===== src/rtl/mul_seq_param_if.sv =====
// -----------------------------------------------------------------------------
// mul_seq_param_if
// Handshake / operand / result bundle for the iterative multiplier.
//   master : drives en, abort, a_sgn, b_sgn, a, b; observes results
//   slave  : the multiplier itself
// Signals:
//   en        start request, accepted when en & ready
//   abort     cancel the operation in flight
//   a_sgn     a is two's complement when 1
//   b_sgn     b is two's complement when 1
//   a, b      operands (DWIDTH bits)
//   ready     a new operation can be accepted this cycle
//   complete  one-cycle pulse when res_*/crf_* were updated
//   res_hi    product bits [2*DWIDTH-1:DWIDTH]
//   res_lo    product bits [DWIDTH-1:0]
//   crf_hi    {lt,gt,eq,ov} of res_hi (ov always 0)
//   crf_lo    {lt,gt,eq,ov} of res_lo (ov = product does not fit DWIDTH bits)
// -----------------------------------------------------------------------------
interface mul_seq_param_if #(
  parameter int DWIDTH = 32
);
  logic              en;
  logic              abort;
  logic              a_sgn;
  logic              b_sgn;
  logic [DWIDTH-1:0] a;
  logic [DWIDTH-1:0] b;
  logic              ready;
  logic              complete;
  logic [DWIDTH-1:0] res_hi;
  logic [DWIDTH-1:0] res_lo;
  logic [3:0]        crf_hi;
  logic [3:0]        crf_lo;

  modport master (
    output en, abort, a_sgn, b_sgn, a, b,
    input  ready, complete, res_hi, res_lo, crf_hi, crf_lo
  );

  modport slave (
    input  en, abort, a_sgn, b_sgn, a, b,
    output ready, complete, res_hi, res_lo, crf_hi, crf_lo
  );
endinterface


===== src/rtl/mul_seq_param.sv =====
// -----------------------------------------------------------------------------
// mul_seq_param
// Iterative shift-add integer multiplier. Retires BITS_PER_CYCLE multiplier
// bits per cycle, LSB first, and returns the full 2*DWIDTH product as hi/lo
// words together with {lt,gt,eq,ov} compare fields. Per-operand signed flags
// cover unsigned, signed and mixed-signedness multiplies on one datapath.
//
// Ports:
//   clk    in  clock, rising edge
//   rst_n  in  asynchronous active-low reset
//   bus    mul_seq_param_if.slave (en/abort/a_sgn/b_sgn/a/b in,
//          ready/complete/res_hi/res_lo/crf_hi/crf_lo out)
//
// Optional feature macro: MUL_EARLY_TERM_EN
//   When defined, the operation finishes as soon as all remaining multiplier
//   bits are zero; the accumulator is then aligned with one arithmetic shift.
//   When undefined, latency is fixed at CYCLES+1 and no shifter is built.
//
// Accumulator scheme: after k digits the accumulator holds
//   P_k * 2^(DWIDTH - k*BITS_PER_CYCLE)
// so each step adds a*digit at weight 2^DWIDTH and shifts right arithmetically.
// The bits dropped by the shift are always zero, and after CYCLES steps the
// accumulator equals the exact product.
// -----------------------------------------------------------------------------
module mul_seq_param #(
  parameter int DWIDTH         = 32,
  parameter int BITS_PER_CYCLE = 4
) (
  input  logic           clk,
  input  logic           rst_n,
  mul_seq_param_if.slave bus
);

  localparam int CYCLES = DWIDTH / BITS_PER_CYCLE;
  localparam int CNTW   = $clog2(CYCLES + 1);
  localparam int AW     = 2 * DWIDTH + 1;                   // accumulator width
  localparam int PW     = DWIDTH + BITS_PER_CYCLE + 2;      // a * digit width
  localparam int TW     = 2 * DWIDTH + BITS_PER_CYCLE + 2;  // pre-shift sum width

  typedef enum logic [2:0] {
    S_IDLE = 3'b001,
    S_BUSY = 3'b010,
    S_DONE = 3'b100
  } state_e;

  state_e               state_q, state_d;
  logic [DWIDTH-1:0]    a_q, a_d;
  logic [DWIDTH-1:0]    b_sh_q, b_sh_d;
  logic                 a_sgn_q, a_sgn_d;
  logic                 b_sgn_q, b_sgn_d;
  logic [CNTW-1:0]      cnt_q, cnt_d;
  logic signed [AW-1:0] acc_q, acc_d;
  logic [DWIDTH-1:0]    res_hi_q, res_hi_d;
  logic [DWIDTH-1:0]    res_lo_q, res_lo_d;
  logic [3:0]           crf_hi_q, crf_hi_d;
  logic [3:0]           crf_lo_q, crf_lo_d;

  logic                 accept_s;
  logic                 finish_s;
  logic                 last_s;
  logic                 rest_zero_s;
  logic                 done_s;
  logic                 a_top_s;
  logic                 d_top_s;
  logic signed [PW-1:0] a_ext_s;
  logic signed [PW-1:0] digit_s;
  logic signed [PW-1:0] prod_s;
  logic signed [TW-1:0] sum_s;
  logic signed [AW-1:0] acc_step_s;
  logic signed [AW-1:0] acc_fin_s;
  logic [DWIDTH-1:0]    prod_hi_s;
  logic [DWIDTH-1:0]    prod_lo_s;
  logic                 ov_s;

`ifdef MUL_EARLY_TERM_EN
  localparam int SHW = $clog2(2 * DWIDTH + 1);
  logic [CNTW-1:0] remain_s;
  logic [SHW-1:0]  sh_amt_s;
`endif

  // {lt,gt,eq,ov} compare field of one result word
  function automatic logic [3:0] crf_f(input logic [DWIDTH-1:0] w, input logic ov);
    logic lt;
    logic eq;
    logic gt;
    lt = w[DWIDTH-1];
    eq = (w == {DWIDTH{1'b0}});
    gt = ~lt & ~eq;
    return {lt, gt, eq, ov};
  endfunction

  // Multiply-accumulate step for the current digit and final alignment
  always_comb begin
    last_s  = (cnt_q == CNTW'(CYCLES - 1));
    a_top_s = a_sgn_q & a_q[DWIDTH-1];
    // only the most significant digit of a signed b carries negative weight
    d_top_s = last_s & b_sgn_q & b_sh_q[BITS_PER_CYCLE-1];
    a_ext_s = {{(BITS_PER_CYCLE + 2){a_top_s}}, a_q};
    digit_s = {{(PW - BITS_PER_CYCLE){d_top_s}}, b_sh_q[BITS_PER_CYCLE-1:0]};
    prod_s  = a_ext_s * digit_s;
    sum_s   = {{(TW - AW){acc_q[AW-1]}}, acc_q}
            + ({{(TW - PW){prod_s[PW-1]}}, prod_s} << DWIDTH);
    acc_step_s = AW'(sum_s >>> BITS_PER_CYCLE);
`ifdef MUL_EARLY_TERM_EN
    // remaining digits are all zero: skip them with one arithmetic shift
    rest_zero_s = ((b_sh_q >> BITS_PER_CYCLE) == {DWIDTH{1'b0}});
    remain_s    = CNTW'(CYCLES - 1) - cnt_q;
    sh_amt_s    = SHW'(remain_s) * SHW'(BITS_PER_CYCLE);
    acc_fin_s   = acc_step_s >>> sh_amt_s;
`else
    rest_zero_s = 1'b0;
    acc_fin_s   = acc_step_s;
`endif
    done_s    = last_s | rest_zero_s;
    prod_hi_s = DWIDTH'(acc_fin_s >> DWIDTH);
    prod_lo_s = DWIDTH'(acc_fin_s);
    ov_s      = (a_sgn_q | b_sgn_q) ? (prod_hi_s != {DWIDTH{prod_lo_s[DWIDTH-1]}})
                                    : (prod_hi_s != {DWIDTH{1'b0}});
  end

  // Next-state logic; an illegal one-hot code falls back to S_IDLE
  always_comb begin
    state_d  = S_IDLE;
    accept_s = 1'b0;
    finish_s = 1'b0;
    case (state_q)
      S_IDLE: begin
        if (bus.en) begin
          state_d  = S_BUSY;
          accept_s = 1'b1;
        end else begin
          state_d  = S_IDLE;
        end
      end
      S_BUSY: begin
        // abort wins over finishing in the same cycle
        if (bus.abort) begin
          state_d = S_IDLE;
        end else if (done_s) begin
          state_d  = S_DONE;
          finish_s = 1'b1;
        end else begin
          state_d = S_BUSY;
        end
      end
      S_DONE: begin
        if (bus.en) begin
          state_d  = S_BUSY;
          accept_s = 1'b1;
        end else begin
          state_d  = S_IDLE;
        end
      end
      default: begin
        state_d = S_IDLE;
      end
    endcase
  end

  // Operand latch, accumulator update and result capture
  always_comb begin
    a_d      = a_q;
    b_sh_d   = b_sh_q;
    a_sgn_d  = a_sgn_q;
    b_sgn_d  = b_sgn_q;
    cnt_d    = cnt_q;
    acc_d    = acc_q;
    res_hi_d = res_hi_q;
    res_lo_d = res_lo_q;
    crf_hi_d = crf_hi_q;
    crf_lo_d = crf_lo_q;
    if (accept_s) begin
      a_d     = bus.a;
      b_sh_d  = bus.b;
      a_sgn_d = bus.a_sgn;
      b_sgn_d = bus.b_sgn;
      cnt_d   = {CNTW{1'b0}};
      acc_d   = {AW{1'b0}};
    end else if (state_q == S_BUSY) begin
      b_sh_d = b_sh_q >> BITS_PER_CYCLE;
      cnt_d  = cnt_q + CNTW'(1);
      if (done_s) begin
        acc_d = acc_fin_s;
      end else begin
        acc_d = acc_step_s;
      end
    end else begin
      acc_d = acc_q;
    end
    if (finish_s) begin
      res_hi_d = prod_hi_s;
      res_lo_d = prod_lo_s;
      crf_hi_d = crf_f(prod_hi_s, 1'b0);
      crf_lo_d = crf_f(prod_lo_s, ov_s);
    end else begin
      res_hi_d = res_hi_q;
      res_lo_d = res_lo_q;
    end
  end

  // State register
  always_ff @(posedge clk or negedge rst_n) begin
    if (!rst_n) begin
      state_q <= S_IDLE;
    end else begin
      state_q <= state_d;
    end
  end

  // Datapath registers
  always_ff @(posedge clk or negedge rst_n) begin
    if (!rst_n) begin
      a_q     <= {DWIDTH{1'b0}};
      b_sh_q  <= {DWIDTH{1'b0}};
      a_sgn_q <= 1'b0;
      b_sgn_q <= 1'b0;
      cnt_q   <= {CNTW{1'b0}};
      acc_q   <= {AW{1'b0}};
    end else begin
      a_q     <= a_d;
      b_sh_q  <= b_sh_d;
      a_sgn_q <= a_sgn_d;
      b_sgn_q <= b_sgn_d;
      cnt_q   <= cnt_d;
      acc_q   <= acc_d;
    end
  end

  // Result registers, updated only on the edge entering S_DONE
  always_ff @(posedge clk or negedge rst_n) begin
    if (!rst_n) begin
      res_hi_q <= {DWIDTH{1'b0}};
      res_lo_q <= {DWIDTH{1'b0}};
      crf_hi_q <= 4'b0000;
      crf_lo_q <= 4'b0000;
    end else begin
      res_hi_q <= res_hi_d;
      res_lo_q <= res_lo_d;
      crf_hi_q <= crf_hi_d;
      crf_lo_q <= crf_lo_d;
    end
  end

  assign bus.ready    = (state_q == S_IDLE) | (state_q == S_DONE);
  assign bus.complete = (state_q == S_DONE);
  assign bus.res_hi   = res_hi_q;
  assign bus.res_lo   = res_lo_q;
  assign bus.crf_hi   = crf_hi_q;
  assign bus.crf_lo   = crf_lo_q;

  mul_seq_param_chk u_chk (
    .clk      (clk),
    .rst_n    (rst_n),
    .state    (state_q),
    .ready    (bus.ready),
    .complete (bus.complete),
    .crf_hi   (bus.crf_hi),
    .crf_lo   (bus.crf_lo)
  );

endmodule

// -----------------------------------------------------------------------------
// mul_seq_param_chk
// Structural invariants of the multiplier: one-hot state, complete implies
// ready, and well-formed compare fields whenever a result is presented.
// -----------------------------------------------------------------------------
module mul_seq_param_chk (
  input logic       clk,
  input logic       rst_n,
  input logic [2:0] state,
  input logic       ready,
  input logic       complete,
  input logic [3:0] crf_hi,
  input logic [3:0] crf_lo
);
  a_state_onehot: assert property (@(posedge clk) disable iff (!rst_n)
    $onehot(state));
  a_complete_ready: assert property (@(posedge clk) disable iff (!rst_n)
    complete |-> ready);
  a_crf_hi_wellformed: assert property (@(posedge clk) disable iff (!rst_n)
    complete |-> ($onehot(crf_hi[3:1]) && !crf_hi[0]));
  a_crf_lo_wellformed: assert property (@(posedge clk) disable iff (!rst_n)
    complete |-> $onehot(crf_lo[3:1]));
endmodule

===== src/flat_wrapper.sv =====
// flat-port wrapper written by rule: the top's interface ports become plain ports
module mul_seq_param_flat 
#(
  parameter int DWIDTH         = 32,
  parameter int BITS_PER_CYCLE = 4
)
  (clk, rst_n, bus_en, bus_abort, bus_a_sgn, bus_b_sgn, bus_a, bus_b, bus_ready, bus_complete, bus_res_hi, bus_res_lo, bus_crf_hi, bus_crf_lo);
  mul_seq_param_if #(.DWIDTH(DWIDTH)) bus_i ();
  input  logic clk;
  input  logic rst_n;
  input wire logic [$bits(bus_i.en)-1:0] bus_en;
  input wire logic [$bits(bus_i.abort)-1:0] bus_abort;
  input wire logic [$bits(bus_i.a_sgn)-1:0] bus_a_sgn;
  input wire logic [$bits(bus_i.b_sgn)-1:0] bus_b_sgn;
  input wire logic [$bits(bus_i.a)-1:0] bus_a;
  input wire logic [$bits(bus_i.b)-1:0] bus_b;
  output wire logic [$bits(bus_i.ready)-1:0] bus_ready;
  output wire logic [$bits(bus_i.complete)-1:0] bus_complete;
  output wire logic [$bits(bus_i.res_hi)-1:0] bus_res_hi;
  output wire logic [$bits(bus_i.res_lo)-1:0] bus_res_lo;
  output wire logic [$bits(bus_i.crf_hi)-1:0] bus_crf_hi;
  output wire logic [$bits(bus_i.crf_lo)-1:0] bus_crf_lo;
  assign bus_i.en = bus_en;
  assign bus_i.abort = bus_abort;
  assign bus_i.a_sgn = bus_a_sgn;
  assign bus_i.b_sgn = bus_b_sgn;
  assign bus_i.a = bus_a;
  assign bus_i.b = bus_b;
  assign bus_ready = bus_i.ready;
  assign bus_complete = bus_i.complete;
  assign bus_res_hi = bus_i.res_hi;
  assign bus_res_lo = bus_i.res_lo;
  assign bus_crf_hi = bus_i.crf_hi;
  assign bus_crf_lo = bus_i.crf_lo;
  mul_seq_param #(.DWIDTH(DWIDTH), .BITS_PER_CYCLE(BITS_PER_CYCLE)) u_core (.clk(clk), .rst_n(rst_n), .bus(bus_i));
endmodule

===== config.mk =====
export PLATFORM = sky130hd
export DESIGN_NAME = mul_seq_param_flat
export DESIGN_NICKNAME = d
export VERILOG_FILES = /design/src/rtl/mul_seq_param_if.sv /design/src/rtl/mul_seq_param.sv /design/src/flat_wrapper.sv
export SDC_FILE = /design/constraint.sdc
export NUM_CORES = 1
export LEC_CHECK = 0
export CAP_MARGIN = 0
export CORE_ASPECT_RATIO = 0.6
export CORE_MARGIN = 5
export CORE_UTILIZATION = 55
export CTS_CLUSTER_DIAMETER = 200
export DETAILED_ROUTE_END_ITERATION = 10
export GPL_TIMING_DRIVEN = 0
export PLACE_DENSITY = 0.77
export SKIP_LAST_GASP = 1
export SYNTH_ARGS = -nofsm -noshare
export SYNTH_HDL_FRONTEND = slang
export SYNTH_HIERARCHICAL = 1
export SYNTH_SLANG_ARGS = --single-unit

===== constraint.sdc =====
create_clock -name clk -period 12.8 [get_ports clk]
set_input_delay 3.84 -clock clk [delete_from_list [all_inputs] [get_ports clk]]
set_output_delay 3.84 -clock clk [all_outputs]
set_load 0.05 [all_outputs]

# --- After elaboration in Yosys (flattened, before gate mapping) ---
# Cells that the tools add are included.
classes:
  add_sub_neg: 2
  n_mul: 1
  eq_ne: 5
  n_mux: 16
  n_bitwise: 11
  n_reduce_logical: 5
ops:
  columns: ["op", "n"]
  rows:
  - ["65-bit two-way mux", 2]
  - ["69-bit adder", 1]
  - ["32-bit zero test", 2]
  - ["32-bit two-way mux", 2]
  - ["33-bit by 5-bit multiplier with 37-bit output", 1]
  - ["32-bit inequality test", 1]
  - ["32-bit nonzero test", 1]
  - ["4-bit two-way mux", 2]
  - ["1-bit two-way mux", 6]
  - ["3-bit two-way mux", 2]
  - ["3-bit one-hot mux with 2 select lines", 1]
  - ["1-bit bitwise AND", 5]
  - ["4-bit by 1-bit adder with 4-bit output, second input constant", 1]
  - ["4-bit by 3-bit equality test with 1-bit output, second input constant", 1]
  - ["1-bit NOT", 4]
  - ["3-bit by 1-bit equality test with 1-bit output, second input constant", 1]
  - ["3-bit by 2-bit equality test with 1-bit output, second input constant", 1]
  - ["3-bit equality test, second input constant", 1]
  - ["2-bit two-way mux", 1]
  - ["1-bit bitwise OR", 2]
  - ["2-bit nonzero test", 1]
  - ["2-bit OR reduction", 1]
word_totals:
  ff_bits: 209
  in_bits: 70
  elab_cells: 51

# --- Longest topological paths before layout ---
depth:
  depth_word: 8
  depth_mapped: 34

# --- Least setup slack after synthesis ---
# No wires, ideal clock.
synth_timing:
  path_type: "reg2reg"
  start: "register u_core.cnt_q[0]"
  end: "register u_core.crf_lo_q[0], in the netlist u_core/bus.crf_lo[0]"
  setup_time_ps: 120
  arrival_ps: 7294
  path_slack_ps: 5386
  path_stages_with_launch: 34
  path_buffers: 1
  path_cell_list: "dfrtp_1 ha_1 and3b_1 nand3_1 clkbuf_1 inv_1 fa_1 inv_1 fa_1 fa_1 inv_1 ha_1 a21o_1 a21oi_1 o21a_1 o31ai_1 a2111oi_2 o22a_1 o21ai_0 a21o_1 a21oi_1 xnor2_1 ha_1 a21oi_1 o21bai_1 a2111o_1 a221oi_2 a21oi_2 xnor2_1 nand4b_1 or4_1 nor4_1 o2111ai_1 o211a_1"
synth_via:
  elab_chain_len: 7
synth_lines:
  columns: ["element", "line", "rtl"]
  rows:
  - ["start: declaration", "mul_seq_param.sv:51", "logic [CNTW-1:0] cnt_q, cnt_d;"]
  - ["start signal: assignment", "mul_seq_param.sv:217", "cnt_q <= {CNTW{1'b0}};"]
  - ["start signal: assignment", "mul_seq_param.sv:224", "cnt_q <= cnt_d;"]
  - ["4-bit by 3-bit equality test with 1-bit output *", "mul_seq_param.sv:94", "last_s = (cnt_q == CNTW'(CYCLES - 1));"]
  - ["1-bit bitwise AND (2 in a row)", "mul_seq_param.sv:97", "d_top_s = last_s & b_sgn_q & b_sh_q[BITS_PER_CYCLE-1];"]
  - ["33-bit by 5-bit multiplier with 37-bit output", "mul_seq_param.sv:100", "prod_s = a_ext_s * digit_s;"]
  - ["69-bit adder", "mul_seq_param.sv:102", "+ ({{(TW - PW){prod_s[PW-1]}}, prod_s} << DWIDTH);"]
  - ["32-bit inequality test or 32-bit nonzero test (tied branches)", "mul_seq_param.sv:117, mul_seq_param.sv:118", null]
  - ["1-bit two-way mux", "mul_seq_param.sv:117", "ov_s = (a_sgn_q | b_sgn_q) ? (prod_hi_s != {DWIDTH{prod_lo_s[DWIDTH-1]}})"]
  - ["end signal: assignment", "mul_seq_param.sv:240", "crf_lo_q <= crf_lo_d;"]
  - ["end: declaration", "mul_seq_param.sv:56", "logic [3:0] crf_lo_q, crf_lo_d;"]
# Mark *: on every way between the ends. The rest lies on a longest branch, timed or not.
# A chain may end at the register's enable or synchronous reset.

# --- Worst setup path in the final report ---
# Ends and elaborated chain as after synthesis.

==> impl_metrics.py <==
metrics = {
    "clock_network": {
        "clock_sink_count": 203,
        "clockBufferDepth": 3,
        "root_buffer": "clkbuf_16",
        "cts_buffers": 22,
        "clock_latency_ns": 0.53,
        "cts_max_level": 1,
        "cts_tree": "built",
        "path_clk_slew_ns": 0.06,
        "postCtsHoldBufs": 0,
        "cts_resized": 0,
        "post_cts_buffers": 0,
    },
    "sta": {
        "min_period_ns": 9.50,
        "finalHoldViolCount": 0,
        "fmax_mhz": 105,
        "fin_ws_ns": 3.30,
        "timing_max_transition_violations_final": 0,
        "setup_viol": 0,
        "tightestPinTransition_ns": 1.36,
        "relSlewSlack": 0.0812,
        "rsz0062_at_grt": "false",
        "skew_ns": 0.0151,
        "post-route-period-util": 0.742,
    },
    "global_route": {
        "antenna_found_initial": 0,
        "gr-total-overflow": 0,
        "grt_usage": 0.274,
        "grt_pass1_vias": 13600,
        "grt_pass1_wl_mm": 73.7,
        "grt_max_degree": 107,
    },
    "worst_setup_path": {
        "reg2reg_from": "u_core/cnt_q[0]",
        "reg2reg_setup_slack_ns": 3.30,
        "crit_type": "register to register",
        "rr_endpoint": "u_core/bus.crf_lo[0]",
        "cp_slowest_cell": "a2111oi_2",
        "startpoint_type": "register",
        "crit_fanout": 10,
        "slowest_delay_ns": 0.63,
        "crit_arrival_ns": 9.91,
        "worst_setup_path_end_kind": "register",
        "ff2ff_path_depth": 32,
        "critPathRequiredTime_ns": 13.20,
    },
    "final_layout": {
        "finish.net_count": 2291,
        "most-common-layout-cells": "nand2_1 (324), dfrtp_1 (202), inv_1 (191)",
        "syn_to_final_growth_pct": 16.5,
        "layout.cells.non_filler": 2435,
        "mostFrequentLayoutCell": "nand2_1",
        "n_fill_cell": 2574,
        "drive_gt1_frac": 0.0775,
    },
    "drt": {
        "drcViolationCount": 0,
        "drt_iter0_drc": 1241,
        "drt-pass1-iter-count": 5,
        "wl_mm": 45.4,
        "ant_nets": 0,
        "vias": 14000,
        "wl_per_cell_um": 18.6,
        "viasPerCell": 5.73,
    },
    "min_path": {
        "whs_endpoint": "u_core/bus.res_lo[1]",
        "min_path_type": "register to register",
        "hp-start": "u_core/bus.res_lo[1]",
        "holdPathStages": 2,
    },
    "floorplan": {
        "num_rows": 49,
        "die_w_um": 233,
        "die_h_um": 144,
        "ios": 144,
        "start_util": 0.553,
        "design.die.area_mm2": 0.0336,
        "core-area_mm2": 0.0297,
    },
    "logic_synthesis": {
        "yosysUniqueCellTypes": 102,
        "yosys_warnings": 6,
        "synthArstFlopShare": 1.00,
        "synth_nets": 2124,
        "post_synth.cell_area_avg_um2": 8.90,
        "ys_ff_latch": 203,
        "ys_seq_area_frac": 0.309,
        "synthFlopType": "dfrtp_1",
        "synthCells": 1846,
        "syn-cell-area_mm2": 0.0164,
        "synth_enable_flop_cells": 0,
    },
    "place": {
        "dp_cells": 2397,
        "dpl.hpwl_mm": 36.1,
        "place_ws_ns": 3.55,
        "portBuffers": 142,
        "gp_congestion": 0.957,
    },
    "job": {
        "drv_cap": 0,
    },
    "status": {
        "outcome": "finished clean",
    },
}
stage by stage:
stage	TNS, ns	utilization	instance area (um^2)	hold slack, ns
2_1_floorplan	0	-	16400	0.447
3_3_place_gp	-134.94	0.618	18400	0.457
3_5_place_dp	0	0.619	18400	0.463
4_1_cts	0	0.644	19100	0.480
5_1_grt	0	0.644	19100	0.504
6_report	0	0.644	19100	0.474
cells in the mapped netlist (all sizes together), types with 15 or more instances:
| master | number | area, um^2 |
|---|---|---|
| a21o | 29 | 218 |
| a21oi | 103 | 553 |
| and2 | 115 | 722 |
| buf | 19 | 109 |
| clkbuf | 61 | 230 |
| dfrtp | 202 | 5050 |
| fa | 100 | 2000 |
| ha | 108 | 1350 |
| inv | 193 | 724 |
| mux2 | 36 | 405 |
| mux2i | 25 | 250 |
| nand2 | 326 | 1230 |
| nand3 | 24 | 120 |
| nor2 | 82 | 310 |
| nor3 | 15 | 101 |
| o21ai | 103 | 546 |
| o22ai | 33 | 206 |
| or2 | 21 | 131 |
| xnor2 | 44 | 385 |
| xor2 | 20 | 190 |
worst max-delay path, delay by kind of cell, from the launching register on:
family                   cells  cell delay, ns
AO/OA/AOI/OAI               17            4.39
XOR/XNOR                     1            0.18
adder cells (fa/ha/maj)      6            2.33
buffers and inverters        4            0.86
flip-flops                   1            0.41
AND/OR/NAND/NOR              4            1.23
area by class of cell:
cell class	instances	area, um^2	area share
Antenna cell	1	2.50	0.000131
Buffer	80	339	0.0177
Clock buffer	27	601	0.0314
Clock inverter	10	133	0.00693
Inverter	194	728	0.0380
Multi-Input combinational cell	1369	10300	0.538
Sequential cell	203	5080	0.265
Tap cell	408	510	0.0267
Timing Repair Buffer	143	1450	0.0760
flip-flops by register name (all words and copies together), names as in the netlist:
signal             cells
u_core/a_q            32
u_core/a_sgn_q         1
u_core/acc_q          61
u_core/b_sgn_q         1
u_core/b_sh_q         32
u_core/bus.crf_hi      2
u_core/bus.crf_lo      3
u_core/bus.res_hi     32
u_core/bus.res_lo     32
u_core/cnt_q           4
u_core/state_q         3
kinds of logic (layout without fill, tap and decap cells):
| kind of cell | count (synthesis) | after routing | synth area share |
|---|---|---|---|
| adders and majority gates | 208 | 208 | 0.204 |
| xor gates and xnor gates | 64 | 64 | 0.0350 |
| DFF | 203 | 203 | 0.309 |
| muxes | 61 | 61 | 0.0399 |
| AOI/OAI and AO/OA | 368 | 368 | 0.150 |
| buffers and inverters | 274 | 454 | 0.0649 |
| and+or+nand+nor | 667 | 667 | 0.197 |
| other | 1 | 2 | 0.000228 |
routing by layer:
layer | track usage | part of all wire | wire, um | up-vias
met5 | 0 | 0 | 0 | -
met4 | 0.0503 | 0.017 | 779 | 0
met3 | 0.0579 | 0.093 | 4240 | 55
met2 | 0.389 | 0.41 | 18500 | 530
met1 | 0.435 | 0.48 | 21900 | 6881
li1 | - | - | - | 6494
worst max-delay path by stage:
stage	from	to	slack (ns)	depth (start not counted)
after global routing	u_core/cnt_q[0]	u_core/bus.crf_lo[0]	2.94	33
after detailed placement	u_core/cnt_q[0]	u_core/bus.crf_lo[0]	3.55	32
after global placement	rst_n	u_core/a_q[3]	-0.70	1
after floorplan	u_core/cnt_q[0]	u_core/bus.crf_lo[0]	5.39	33
after CTS	u_core/cnt_q[0]	u_core/bus.crf_lo[0]	3.52	32
final	u_core/cnt_q[0]	u_core/bus.crf_lo[0]	3.30	32
Power is not shown: default switching activity piles up to over one toggle a cycle in this logic, so the estimate is an artifact.
